**config.mk**
```make
export PLATFORM = sky130hd
export DESIGN_NAME = rvx_core_state_ctrl_flat
export DESIGN_NICKNAME = d
export VERILOG_FILES = /design/src/rtl/rvx_core_state_ctrl_pkg.sv /design/src/rtl/rvx_core_state_ctrl_if.sv /design/src/rtl/rvx_core_state_ctrl_counter.sv /design/src/rtl/rvx_core_state_ctrl.sv /design/src/flat_wrapper.sv
export SDC_FILE = /design/constraint.sdc
export NUM_CORES = 1
export LEC_CHECK = 0
export CAP_MARGIN = 20
export CORE_UTILIZATION = 45
export CTS_CLUSTER_SIZE = 8
export DETAILED_ROUTE_END_ITERATION = 6
export HOLD_SLACK_MARGIN = 0.03
export PLACE_DENSITY = 0.76
export SYNTH_ARGS = -nofsm -noshare
export SYNTH_HDL_FRONTEND = slang
export SYNTH_SLANG_ARGS = --single-unit
```
**constraint.sdc**
```tcl
create_clock -name clock -period 2.31 [get_ports clock]
set_clock_uncertainty 0.1 [all_clocks]
set_input_delay 0.231 -clock clock [delete_from_list [all_inputs] [get_ports clock]]
set_output_delay 0.231 -clock clock [all_outputs]
set_load 0.005 [all_outputs]
```
**src/rtl/rvx_core_state_ctrl_pkg.sv**
```systemverilog
// Shared state encodings and widths for the core state controller.
// State codes are fixed 4-bit values visible on current_state_s1.
package rvx_core_state_ctrl_pkg;

   localparam int unsigned CNT_W   = 4;
   localparam int unsigned STATE_W = 4;

   typedef enum logic [STATE_W-1:0] {
      RVX_STATE_RESET        = 4'd0,
      RVX_STATE_OPERATING    = 4'd1,
      RVX_STATE_TRAP_TAKEN   = 4'd2,
      RVX_STATE_TRAP_RETURN  = 4'd3,
      RVX_STATE_WFI_SLEEP    = 4'd4,
      RVX_STATE_DEBUG_HALT   = 4'd5,
      RVX_STATE_DEBUG_RESUME = 4'd6
   } rvx_state_e;

endpackage

```
**src/rtl/rvx_core_state_ctrl_if.sv**
```systemverilog
// Event inputs and pipeline-control outputs between the trap/CSR unit,
// the debug module and the core state controller.
interface rvx_core_state_ctrl_if;
   import rvx_core_state_ctrl_pkg::*;

   logic               take_trap_s1;
   logic               mret_s1;
   logic               wfi_s1;
   logic               interrupt_pending;
   logic               debug_halt_req;
   logic               debug_resume_req;
   logic [STATE_W-1:0] current_state_s1;
   logic               flush_pipeline_s1;
   logic               stall_pipeline_s1;
   logic               debug_halted;
   logic               core_sleeping;

   modport master (
      output take_trap_s1, mret_s1, wfi_s1, interrupt_pending,
             debug_halt_req, debug_resume_req,
      input  current_state_s1, flush_pipeline_s1, stall_pipeline_s1,
             debug_halted, core_sleeping
   );

   modport slave (
      input  take_trap_s1, mret_s1, wfi_s1, interrupt_pending,
             debug_halt_req, debug_resume_req,
      output current_state_s1, flush_pipeline_s1, stall_pipeline_s1,
             debug_halted, core_sleeping
   );

endinterface

```
**src/rtl/rvx_core_state_ctrl_counter.sv**
```systemverilog
// Down-counter timing the flush dwell of the counted states; saturates at zero.
module rvx_core_state_counter
   import rvx_core_state_ctrl_pkg::*;
#(
   parameter logic [CNT_W-1:0] RESET_VALUE = '0
) (
   input  logic             clock,
   input  logic             reset_n,
   input  logic             load,
   input  logic [CNT_W-1:0] load_value,
   input  logic             enable,
   output logic [CNT_W-1:0] count,
   output logic             zero
);

   logic [CNT_W-1:0] count_q;

   always_ff @(posedge clock or negedge reset_n) begin
      if (!reset_n) begin
         count_q <= RESET_VALUE;
      end else if (load) begin
         count_q <= load_value;
      end else if (enable && (count_q != '0)) begin
         count_q <= count_q - CNT_W'(1);
      end
   end

   assign count = count_q;
   assign zero  = (count_q == '0);

endmodule

```
**src/rtl/rvx_core_state_ctrl.sv**
```systemverilog
// Core state controller: sequences reset, trap entry/return flushes,
// WFI sleep and debug halt/resume; outputs decode the state register only.
module rvx_core_state_ctrl
   import rvx_core_state_ctrl_pkg::*;
#(
   parameter int unsigned RESET_CYCLES = 1,
   parameter int unsigned FLUSH_CYCLES = 1,
   parameter bit          WFI_ENABLE   = 1'b1,
   parameter bit          DEBUG_ENABLE = 1'b1
) (
   input  logic                  clock,
   input  logic                  reset_n,
   input  logic                  clock_enable,
   rvx_core_state_ctrl_if.slave  ctrl
);

   if (RESET_CYCLES < 1 || RESET_CYCLES > 15) begin : g_bad_reset_cycles
      $error("RESET_CYCLES must be in 1..15");
   end
   if (FLUSH_CYCLES < 1 || FLUSH_CYCLES > 15) begin : g_bad_flush_cycles
      $error("FLUSH_CYCLES must be in 1..15");
   end

   localparam logic [CNT_W-1:0] RESET_LOAD = CNT_W'(RESET_CYCLES - 1);
   localparam logic [CNT_W-1:0] FLUSH_LOAD = CNT_W'(FLUSH_CYCLES - 1);

   rvx_state_e       state_q, state_d;
   logic             cnt_load, cnt_dec, cnt_zero;
   logic [CNT_W-1:0] cnt_load_value, cnt_count;
   logic             unused_cnt;

   assign unused_cnt = ^cnt_count;

   // Counter loads are gated with clock_enable so state and count freeze together.
   rvx_core_state_counter #(
      .RESET_VALUE (RESET_LOAD)
   ) u_counter (
      .clock      (clock),
      .reset_n    (reset_n),
      .load       (cnt_load & clock_enable),
      .load_value (cnt_load_value),
      .enable     (cnt_dec & clock_enable),
      .count      (cnt_count),
      .zero       (cnt_zero)
   );

   always_ff @(posedge clock or negedge reset_n) begin
      if (!reset_n) begin
         state_q <= RVX_STATE_RESET;
      end else if (clock_enable) begin
         state_q <= state_d;
      end
   end

   always_comb begin
      state_d        = state_q;
      cnt_load       = 1'b0;
      cnt_load_value = FLUSH_LOAD;
      cnt_dec        = 1'b0;
      case (state_q)
         RVX_STATE_RESET, RVX_STATE_TRAP_TAKEN,
         RVX_STATE_TRAP_RETURN, RVX_STATE_DEBUG_RESUME: begin
            // A halt arriving here waits: the flush must finish first.
            if (cnt_zero) state_d = RVX_STATE_OPERATING;
            else          cnt_dec = 1'b1;
         end
         RVX_STATE_OPERATING: begin
            if (DEBUG_ENABLE && ctrl.debug_halt_req) begin
               state_d = RVX_STATE_DEBUG_HALT;
            end else if (ctrl.take_trap_s1) begin
               state_d  = RVX_STATE_TRAP_TAKEN;
               cnt_load = 1'b1;
            end else if (ctrl.mret_s1) begin
               state_d  = RVX_STATE_TRAP_RETURN;
               cnt_load = 1'b1;
            end else if (WFI_ENABLE && ctrl.wfi_s1 && !ctrl.interrupt_pending) begin
               state_d = RVX_STATE_WFI_SLEEP;
            end
         end
         RVX_STATE_WFI_SLEEP: begin
            if (DEBUG_ENABLE && ctrl.debug_halt_req) state_d = RVX_STATE_DEBUG_HALT;
            else if (ctrl.interrupt_pending)          state_d = RVX_STATE_OPERATING;
         end
         RVX_STATE_DEBUG_HALT: begin
            if (ctrl.debug_resume_req) begin
               state_d  = RVX_STATE_DEBUG_RESUME;
               cnt_load = 1'b1;
            end
         end
         default: begin
            state_d        = RVX_STATE_RESET;
            cnt_load       = 1'b1;
            cnt_load_value = RESET_LOAD;
         end
      endcase
   end

   assign ctrl.current_state_s1  = state_q;
   assign ctrl.flush_pipeline_s1 = state_q inside {RVX_STATE_RESET, RVX_STATE_TRAP_TAKEN,
                                                   RVX_STATE_TRAP_RETURN, RVX_STATE_DEBUG_RESUME};
   assign ctrl.stall_pipeline_s1 = state_q inside {RVX_STATE_WFI_SLEEP, RVX_STATE_DEBUG_HALT};
   assign ctrl.debug_halted      = (state_q == RVX_STATE_DEBUG_HALT);
   assign ctrl.core_sleeping     = (state_q == RVX_STATE_WFI_SLEEP);

endmodule

```
**src/flat_wrapper.sv**
```systemverilog
// flat-port wrapper written by rule: the top's interface ports become plain ports
module rvx_core_state_ctrl_flat import rvx_core_state_ctrl_pkg::*;
#(
   parameter int unsigned RESET_CYCLES = 1,
   parameter int unsigned FLUSH_CYCLES = 1,
   parameter bit          WFI_ENABLE   = 1'b1,
   parameter bit          DEBUG_ENABLE = 1'b1
)
  (clock, reset_n, clock_enable, ctrl_take_trap_s1, ctrl_mret_s1, ctrl_wfi_s1, ctrl_interrupt_pending, ctrl_debug_halt_req, ctrl_debug_resume_req, ctrl_current_state_s1, ctrl_flush_pipeline_s1, ctrl_stall_pipeline_s1, ctrl_debug_halted, ctrl_core_sleeping);
  rvx_core_state_ctrl_if ctrl_i ();
  input  logic clock;
  input  logic reset_n;
  input  logic clock_enable;
  input wire logic [$bits(ctrl_i.take_trap_s1)-1:0] ctrl_take_trap_s1;
  input wire logic [$bits(ctrl_i.mret_s1)-1:0] ctrl_mret_s1;
  input wire logic [$bits(ctrl_i.wfi_s1)-1:0] ctrl_wfi_s1;
  input wire logic [$bits(ctrl_i.interrupt_pending)-1:0] ctrl_interrupt_pending;
  input wire logic [$bits(ctrl_i.debug_halt_req)-1:0] ctrl_debug_halt_req;
  input wire logic [$bits(ctrl_i.debug_resume_req)-1:0] ctrl_debug_resume_req;
  output wire logic [$bits(ctrl_i.current_state_s1)-1:0] ctrl_current_state_s1;
  output wire logic [$bits(ctrl_i.flush_pipeline_s1)-1:0] ctrl_flush_pipeline_s1;
  output wire logic [$bits(ctrl_i.stall_pipeline_s1)-1:0] ctrl_stall_pipeline_s1;
  output wire logic [$bits(ctrl_i.debug_halted)-1:0] ctrl_debug_halted;
  output wire logic [$bits(ctrl_i.core_sleeping)-1:0] ctrl_core_sleeping;
  assign ctrl_i.take_trap_s1 = ctrl_take_trap_s1;
  assign ctrl_i.mret_s1 = ctrl_mret_s1;
  assign ctrl_i.wfi_s1 = ctrl_wfi_s1;
  assign ctrl_i.interrupt_pending = ctrl_interrupt_pending;
  assign ctrl_i.debug_halt_req = ctrl_debug_halt_req;
  assign ctrl_i.debug_resume_req = ctrl_debug_resume_req;
  assign ctrl_current_state_s1 = ctrl_i.current_state_s1;
  assign ctrl_flush_pipeline_s1 = ctrl_i.flush_pipeline_s1;
  assign ctrl_stall_pipeline_s1 = ctrl_i.stall_pipeline_s1;
  assign ctrl_debug_halted = ctrl_i.debug_halted;
  assign ctrl_core_sleeping = ctrl_i.core_sleeping;
  rvx_core_state_ctrl #(.RESET_CYCLES(RESET_CYCLES), .FLUSH_CYCLES(FLUSH_CYCLES), .WFI_ENABLE(WFI_ENABLE), .DEBUG_ENABLE(DEBUG_ENABLE)) u_core (.clock(clock), .reset_n(reset_n), .clock_enable(clock_enable), .ctrl(ctrl_i));
endmodule
```
==> impl_metrics.json, run 1 <==
{
  "top_usage_layer": "met1",
  "pin_count": 17,
  "yosysTopAreaCellShare_pct": 29.41,
  "worstSetupEndpoint": "ctrl_flush_pipeline_s1",
  "routed_via_density": 5.500,
  "crit_required_ns": 1.98,
  "avgSynthCellArea_um2": 8.631,
  "final_cell_count_no_fill": 98,
  "setup_violations": 0,
  "crit_fanout": 12,
  "fmax_ghz": 0.4727,
  "ir_drop_uv": 634.2,
  "period_share_pct": 91.59,
  "dpl.hpwl_mm": 1.006,
  "post_synth_num_cell_types": 34,
  "start_kind": "flop",
  "drive_above_1_share_pct": 13.10,
  "clock_latency_ns": 0.25,
  "first_pass_iters": 4,
  "postCtsHoldBufs": 0,
  "synthToLayoutAreaGrowth_pct": 27.73,
  "clk_pin_slew_worst_paths_ns": 0.06,
  "synth_nets": 79,
  "track_usage_pct": 21.65,
  "crit_family": "flip-flops",
  "cts_root_buf": "clkbuf_4",
  "tns_ns": 0,
  "switching_power_uw": 370.1,
  "cts_resized": 0,
  "grt_setup_unrepaired": "no",
  "maxCapViolCount": 0,
  "grt-ovfl-total": 0,
  "die-area_um2": 1473,
  "clock_power_share_pct": 12.5,
  "grt_use_met2_pct": 30.51,
  "grt_pass1_wl_mm": 2.166,
  "cts_tree": "built",
  "die_y_um": 38.38,
  "arrival_ns": 1.78,
  "syn_inst": 69,
  "initial_core_util_pct": 50.85,
  "internal_power_uw": 519.1,
  "r2r_slack_ns": 0.48,
  "grt_pass1_vias": 484,
  "worst-path-stages": 3,
  "p_per_area_nw_per_um2": 1169,
  "setup.worst_path.class": "flop to primary output",
  "antenna_found_initial": 0,
  "r2r-start": "u_core.u_counter.count[1]",
  "drt-total-wl_mm": 1.279,
  "path_cells": "and2b_4 -> o21a_1 -> clkdlybuf4s50_1",
  "hold-worst-slack_ns": 0.1420,
  "synth_top_area_cell": "dfrtp_1",
  "rows": 12,
  "use_met1_pct": 31.65,
  "num_antenna_cells": 0,
  "min_period_ns": 2.116,
  "final_nets": 95,
  "yosys_warnings": 0,
  "grt_util_met3_pct": 6.977,
  "vias": 539,
  "netSwitchingFraction_pct": 41.62,
  "final_util_pct": 64.96,
  "ys_ff_latch": 7,
  "worst_slack_ns": 0.1943,
  "drcViolationCount": 0,
  "crit_path_end_kind": "primary output",
  "ant_nets": 0,
  "crit_slowest_cell": "dfrtp_1",
  "cts_inserted_buffers": 3,
  "htree_levels": 1,
  "cts.sinks": 7,
  "maxSlewViolCount": 0,
  "grt_max_degree": 13,
  "yosysSeqAreaShare_pct": 29.41,
  "synthTopCellsByArea": "dfrtp_1 29%, o211ai_4 7.1%, inv_1 6.3%",
  "reg2reg_depth": 6,
  "r2r_end": "u_core.ctrl.current_state_s1[0]",
  "place_congestion": 0.8539,
  "drt_iter0_drc": 16,
  "outcome": "complete, no violations",
  "pre_cts_slack_ns": 0.4629,
  "share_comb_of_total_power_pct": 60.7,
  "routedWlPerCell_um": 13.05,
  "path_buf_inv": 1,
  "core_area_um2": 1171,
  "place_inst": 94,
  "io_buffers": 15,
  "hp-class": "input pin to asynchronous set/reset pin",
  "worst_path_largest_cell_delay_ns": 0.52,
  "cts_buffer_depth": 2,
  "leakagePower_uw": 0.0003179,
  "post_cts_buffers": 0,
  "cp-startpoint": "u_core.ctrl.current_state_s1[0]",
  "syn-cell-area_um2": 595.6,
  "seq_power_share_pct": 26.8,
  "finalHoldViolations": 0,
  "die_w_um": 38.38
}
==> worst reg2reg max path, delay by kind of cell, from the launching register on <==
| family | cells | cell delay [ns] |
|---|---|---|
| adders and majority gates | 1 | 0.19 |
| AOI/OAI and AO/OA | 3 | 0.55 |
| and+or+nand+nor | 1 | 0.42 |
| buffers and inverters | 1 | 0.08 |
| DFF | 1 | 0.37 |
==> metrics by stage <==
stage          power, uW  instance area, um2
4_1_cts            892.4               760.7
5_1_grt            965.6               760.7
3_3_place_gp       769.8               734.5
2_1_floorplan      599.0               595.6
3_5_place_dp       776.7               734.5
6_report           889.2               760.7
==> state kept, by name, indices dropped and copies added, names as in the netlist <==
name and count:
u_core.u_counter.count 4, u_core.ctrl.current_state_s1 3
==> worst min path at each step <==
stage	from	endpoint	cells after the start	slack (ns)
after floorplan	reset_n	u_core.ctrl.current_state_s1[0]	0	-0.16
after global placement	reset_n	u_core.ctrl.current_state_s1[2]	1	0.41
final	reset_n	u_core.u_counter.count[1]	1	0.14
after detailed placement	reset_n	u_core.ctrl.current_state_s1[0]	1	0.42
after CTS	reset_n	u_core.u_counter.count[1]	1	0.15
after global routing	reset_n	u_core.u_counter.count[1]	1	0.17
==> logic make-up after synthesis <==
kind of cell	synth area share, %
flops	29.41
xor+xnor	1.471
compound gates	33.82
other cells	0.6296
buf+inv	11.14
simple gates	21.43
fa+ha+maj	2.101
==> power groups by stage <==
stage / clock network (uW) / registers (uW) / logic [uW]
after floorplan: 0 / 201 / 398
after global placement: 0 / 238 / 532
after detailed placement: 0 / 239 / 538
after CTS: 114 / 237 / 542
after global routing: 122 / 249 / 595
final: 111 / 238 / 540
==> placed cells by master, fill, tap and decap left out, types with 2 or more instances in the layout <==
cell type	netlist	final
inv_1	10	10
or2_1	2	2
a31o_1	2	2
clkdlybuf4s50_1	0	15
dfrtp_1	7	7
or3_1	2	2
o21ai_0	3	3
nor2_1	8	8
a21oi_1	5	5
o211ai_4	2	2
nand2_1	2	2
clkbuf_4	0	3
a211oi_1	2	2
==> area by class of cell <==
class                           count  area (um2)
Tap cell                           14       17.52
Fill cell                         103       410.4
Multi-Input combinational cell     48       354.1
Sequential cell                     7       175.2
Timing Repair Buffer               15       150.1
Clock buffer                        4       26.28
Inverter                           10       37.54
==> layer usage <==
layer / share of wire, % / vias up
li1: - / 275
met1: 50 / 244
met2: 43 / 18
met3: 6.0 / 2
met4: 0.63 / 0
met5: 0 / -
==> synth_stat cells (all sizes together) <==
library cell,number
or3,2
or2,2
o2111ai,1
nor2b,1
o2111a,1
a221oi,1
o22a,1
o211ai,2
o311a,1
nor3,1
and2,1
and2b,1
o21a,1
o32ai,1
o21ai,3
o31a,1
nor2,8
ha,1
conb,1
or3b,1
xnor2,1
dfrtp,7
nand2,2
a31o,2
nand4,1
inv,10
nand2b,1
a211oi,3
a21oi,5
buf,4
nand3,1
Note: power is estimated with default switching activity, not from simulation.
==> inputs of run 2 (changes only) <==
--- a/config.mk
+++ b/config.mk
@@ -10,7 +10,7 @@
 export CTS_CLUSTER_SIZE = 8
 export DETAILED_ROUTE_END_ITERATION = 6
 export HOLD_SLACK_MARGIN = 0.03
-export PLACE_DENSITY = 0.76
+export PLACE_DENSITY = 0.84
 export SYNTH_ARGS = -nofsm -noshare
 export SYNTH_HDL_FRONTEND = slang
 export SYNTH_SLANG_ARGS = --single-unit
==> run 2 against run 1 <==
Against the previous run:
- routed wire length decreased by 8.7%
- power is 1.1% lower
- worst setup slack got worse by 0.017 ns
- register-to-register slack hardly changed
- clock-buffer cell count did not move
- die area unchanged
- global-route usage is 1.4 points lower
- critical path type unchanged
- maximum frequency fell by 0.80%
- largest power group unchanged
- utilization stayed put
==> impl_metrics.json, run 2 (synthesis gave the netlist of run 1 again) <==
{
  "tns_ns": 0,
  "dpl.hpwl_um": 899.8,
  "drt_iter0_drc": 15,
  "htree_levels": 1,
  "leakagePower_uw": 0.0003179,
  "routedWlPerCell_um": 11.92,
  "r2r_end": "u_core.ctrl.current_state_s1[0]",
  "grt_pass1_vias": 496,
  "p_per_area_nw_per_um2": 1156,
  "synthToLayoutAreaGrowth_pct": 27.73,
  "vias": 544,
  "path_cells": "and2b_4 -> o21a_1 -> clkdlybuf4s50_1",
  "crit_path_end_kind": "primary output",
  "rows": 12,
  "place_area_um2": 734.5,
  "drt-total-wl_mm": 1.168,
  "cts_resized": 0,
  "drive_above_1_share_pct": 13.10,
  "clk_pin_slew_worst_paths_ns": 0.05,
  "final_nets": 95,
  "initial_core_util_pct": 50.85,
  "maxCapViolCount": 0,
  "grt_pass1_wl_mm": 2.042,
  "cts_buffer_depth": 2,
  "final_common_cell": "clkdlybuf4s50_1",
  "postCtsHoldBufs": 0,
  "r2r_slack_ns": 0.49,
  "final_util_pct": 64.96,
  "hp-class": "input pin to asynchronous set/reset pin",
  "io_buffers": 15,
  "reg2reg_depth": 6,
  "first_pass_iters": 4,
  "cts_root_buf": "clkbuf_4",
  "arrival_ns": 1.80,
  "die_w_um": 38.38,
  "drcViolationCount": 0,
  "cts_tree": "built",
  "num_antenna_cells": 0,
  "die_y_um": 38.38,
  "grt_use_met2_pct": 27.54,
  "ant_nets": 0,
  "grt_setup_unrepaired": "no",
  "top_usage_layer": "met1",
  "routed_via_density": 5.551,
  "period_share_pct": 92.32,
  "place_congestion": 0.8078,
  "cts.sinks": 7,
  "antenna_found_initial": 0,
  "worstSetupEndpoint": "ctrl_flush_pipeline_s1",
  "largest_register_ffs": 4,
  "maxSlewViolCount": 0,
  "crit_required_ns": 1.98,
  "crit_slowest_cell": "dfrtp_1",
  "cp-startpoint": "u_core.ctrl.current_state_s1[0]",
  "use_met1_pct": 29.63,
  "r2r-start": "u_core.u_counter.count[0]",
  "min_period_ns": 2.133,
  "grt_util_met3_pct": 3.488,
  "fmax_ghz": 0.4689,
  "crit_fanout": 12,
  "track_usage_pct": 20.27,
  "start_kind": "flop",
  "clock_latency_ns": 0.24,
  "outcome": "complete, no violations",
  "cts_inserted_buffers": 3,
  "finalHoldViolations": 0,
  "worst_path_largest_cell_delay_ns": 0.52,
  "place_inst": 94,
  "post_cts_buffers": 0,
  "grt-ovfl-total": 0,
  "grt_max_degree": 13,
  "ir_drop_uv": 754.7,
  "final_area_um2": 760.7,
  "final_cell_count_no_fill": 98,
  "die-area_um2": 1473,
  "setup.worst_path.class": "flop to primary output",
  "setup_violations": 0,
  "layout_common_cells": "15 x clkdlybuf4s50_1, 10 x inv_1, 8 x nor2_1",
  "core_area_um2": 1171,
  "pin_count": 17
}
[run 2: report_power, final]
group / internal, uW / total [uW] / switching (uW)
Combinational: 287 / 535 / 248
Clock: 65.5 / 105 / 39.1
Sequential: 166 / 240 / 73.6
Total: 519 / 879 / 360
[run 2: worst min-delay path by stage]
stage            start                              end
4_1_cts        reset_n  u_core.ctrl.current_state_s1[2]
5_1_grt        reset_n  u_core.ctrl.current_state_s1[2]
3_5_place_dp   reset_n  u_core.ctrl.current_state_s1[0]
3_3_place_gp   reset_n  u_core.ctrl.current_state_s1[2]
6_report       reset_n  u_core.ctrl.current_state_s1[2]
2_1_floorplan  reset_n  u_core.ctrl.current_state_s1[0]
[run 2: cell type report]
cell class,instances,area (um2)
Inverter,10,37.54
Multi-Input combinational cell,48,354.1
Fill cell,103,410.4
Sequential cell,7,175.2
Timing Repair Buffer,15,150.1
Tap cell,14,17.52
Clock buffer,4,26.28
[run 2: layer usage]
metal	wire (um)	part of all wire, %	vias to the layer above
li1	-	-	276
met1	581	50	243
met3	66	5.7	0
met4	0	0	0
met5	0	0	-
met2	520	45	25
[run 2: critical path: cells and delay by family (launching register included)]
family	cells	cell delay [ns]
DFF	1	0.52
and+or+nand+nor	1	0.36
AOI/OAI and AO/OA	1	0.16
buffers and inverters	1	0.52
[run 2: through the flow]
stage / total power, uW / worst slack (ns) / hold slack, ns
floorplan: 599.0 / 0.6069 / -0.1646
global placement: 766.4 / 0.4564 / 0.4058
detailed placement: 772.8 / 0.4571 / 0.4021
CTS: 886.1 / 0.1814 / 0.1335
global route: 959.1 / 0.09692 / 0.1506
finish: 879.1 / 0.1773 / 0.1375
==> inputs of run 3 (changes only) <==
--- a/config.mk
+++ b/config.mk
@@ -6,9 +6,10 @@
 export NUM_CORES = 1
 export LEC_CHECK = 0
 export CAP_MARGIN = 20
-export CORE_UTILIZATION = 45
+export CORE_AREA = 2 2 39 41
 export CTS_CLUSTER_SIZE = 8
 export DETAILED_ROUTE_END_ITERATION = 6
+export DIE_AREA = 0 0 41 43
 export HOLD_SLACK_MARGIN = 0.03
 export PLACE_DENSITY = 0.84
 export SYNTH_ARGS = -nofsm -noshare
==> constraint.sdc (replaced) <==
create_clock -name clock -period 2.5 [get_ports clock]
set_clock_uncertainty 0.1 [all_clocks]
set_input_delay 0.25 -clock clock [delete_from_list [all_inputs] [get_ports clock]]
set_output_delay 0.25 -clock clock [all_outputs]
set_load 0.005 [all_outputs]
==> run 3 against run 2 <==
Against the previous run:
- power fell by 6.1%
- clock power about the same
- register-to-register slack improved by 0.16 ns
==> impl_metrics.json, run 3 (synthesis gave the netlist of run 1 again) <==
{
  "outcome": "complete, no violations",
  "cts_buffer_depth": 2,
  "track_usage_pct": 17.64,
  "period_share_pct": 85.74,
  "hp-class": "input pin to asynchronous set/reset pin",
  "grt_pass1_vias": 517,
  "drive_above_1_share_pct": 14.29,
  "maxSlewViolCount": 0,
  "first_pass_iters": 4,
  "dpl.hpwl_mm": 1.030,
  "p_per_area_nw_per_um2": 1080,
  "reg2reg_depth": 6,
  "setup.worst_path.class": "flop to primary output",
  "start_kind": "flop",
  "final_util_pct": 55.24,
  "crit_path_end_kind": "primary output",
  "io_buffers": 15,
  "clk_pin_slew_worst_paths_ns": 0.06,
  "cts_inserted_buffers": 3,
  "drcViolationCount": 0,
  "htree_levels": 1,
  "arrival_ns": 1.79,
  "cts_root_buf": "clkbuf_4",
  "final_cell_count_no_fill": 100,
  "synthToLayoutAreaGrowth_pct": 28.36,
  "cts_resized": 0,
  "grt_setup_unrepaired": "no",
  "initial_core_util_pct": 43.04,
  "setup_violations": 0,
  "core_area_um2": 1384,
  "die_w_um": 41,
  "final_nets": 95,
  "fill_cells": 143,
  "final-seq-area_um2": 175.2,
  "ir_drop_uv": 404.4,
  "cts_tree": "built",
  "min_period_ns": 2.144,
  "vias": 554,
  "fmax_ghz": 0.4665,
  "drt-total-wl_mm": 1.294,
  "routed_via_density": 5.540,
  "path_buf_inv": 1,
  "maxCapViolCount": 0,
  "die_y_um": 43,
  "worst-path-stages": 3,
  "postCtsHoldBufs": 0,
  "rows": 14,
  "drt_iter0_drc": 9,
  "num_antenna_cells": 0,
  "worst_path_largest_cell_delay_ns": 0.52,
  "antenna_found_initial": 0,
  "die-area_um2": 1763,
  "total_power_uw": 825.9,
  "finalHoldViolations": 0,
  "grt_pass1_wl_mm": 2.070,
  "tns_ns": 0,
  "pin_count": 17,
  "final_common_cell": "clkdlybuf4s50_1",
  "final_area_um2": 764.5,
  "place_inst": 96,
  "layout_common_cells": "15 x clkdlybuf4s50_1, 10 x inv_1, 8 x nor2_1",
  "grt-ovfl-total": 0,
  "crit_fanout": 12,
  "routedWlPerCell_um": 12.94,
  "path_cells": "and2b_4 -> o21a_1 -> clkdlybuf4s50_1",
  "crit_family": "flip-flops",
  "crit_slowest_cell": "dfrtp_1",
  "grt_max_degree": 13,
  "clock_latency_ns": 0.25,
  "place_area_um2": 737.0,
  "cts.sinks": 7,
  "ant_nets": 0,
  "crit_required_ns": 2.15,
  "leakagePower_uw": 0.0003206,
  "post_cts_buffers": 0,
  "multi_input_area_um2": 354.1,
  "place_congestion": 0.8376,
  "largest_register_ffs": 4
}
==> run 3: cell count changes in the layout (fill, tap and decap cells not counted) <==
cell / delta
clkbuf_1: -1
clkinv_2: +1
==> run 3: power breakdown <==
part           total, uW  internal, uW  switching, uW
combinational        497           265            232
clock                106          58.7           46.9
sequential           223           153           69.6
==> run 3: worst reg2reg max path, cell delays in order, from the launching register on <==
cell      delay [ns]
dfrtp_1         0.39
inv_1           0.08
ha_1            0.19
or3b_4          0.42
o211ai_4        0.13
o211ai_4        0.13
o31a_1          0.30
==> run 3: routing by layer <==
metal | vias up | part of all wire, % | GRT usage (%)
met3 | 0 | 2.8 | 4.712
met4 | 0 | 0 | 10.67
met1 | 267 | 43 | 19.87
met5 | - | 0 | 0
met2 | 9 | 54 | 27.81
li1 | 278 | - | -
==> run 3: path summary, 6_finish.rpt <==
kind | startpoint | to | slack (ns)
min in group clock | u_core.u_counter.count[0] | u_core.u_counter.count[0] | 0.46
max in group asynchronous | reset_n | u_core.ctrl.current_state_s1[0] | 1.91
worst min-delay path | reset_n | u_core.u_counter.count[1] | 0.15
worst min register to register | u_core.u_counter.count[0] | u_core.u_counter.count[0] | 0.46
worst max register to register | u_core.u_counter.count[0] | u_core.ctrl.current_state_s1[0] | 0.65
worst max-delay path | u_core.ctrl.current_state_s1[0] | ctrl_flush_pipeline_s1 | 0.36
==> run 3: stage by stage <==
step | worst slack (ns) | hold WS [ns]
after floorplan | 0.7969 | -0.1456
after global placement | 0.6359 | 0.4310
after detailed placement | 0.6218 | 0.4408
after CTS | 0.3312 | 0.1571
after global routing | 0.2482 | 0.1731
final | 0.3564 | 0.1530
==> run 3: cell type report <==
type / instances / area share [%]
clock inverters: 1 / 0.6547
inverters: 10 / 4.910
repair buffers: 15 / 19.64
flip-flops and latches: 7 / 22.91
well taps: 16 / 2.619
multi-input cells: 48 / 46.32
clock buffers: 3 / 2.946
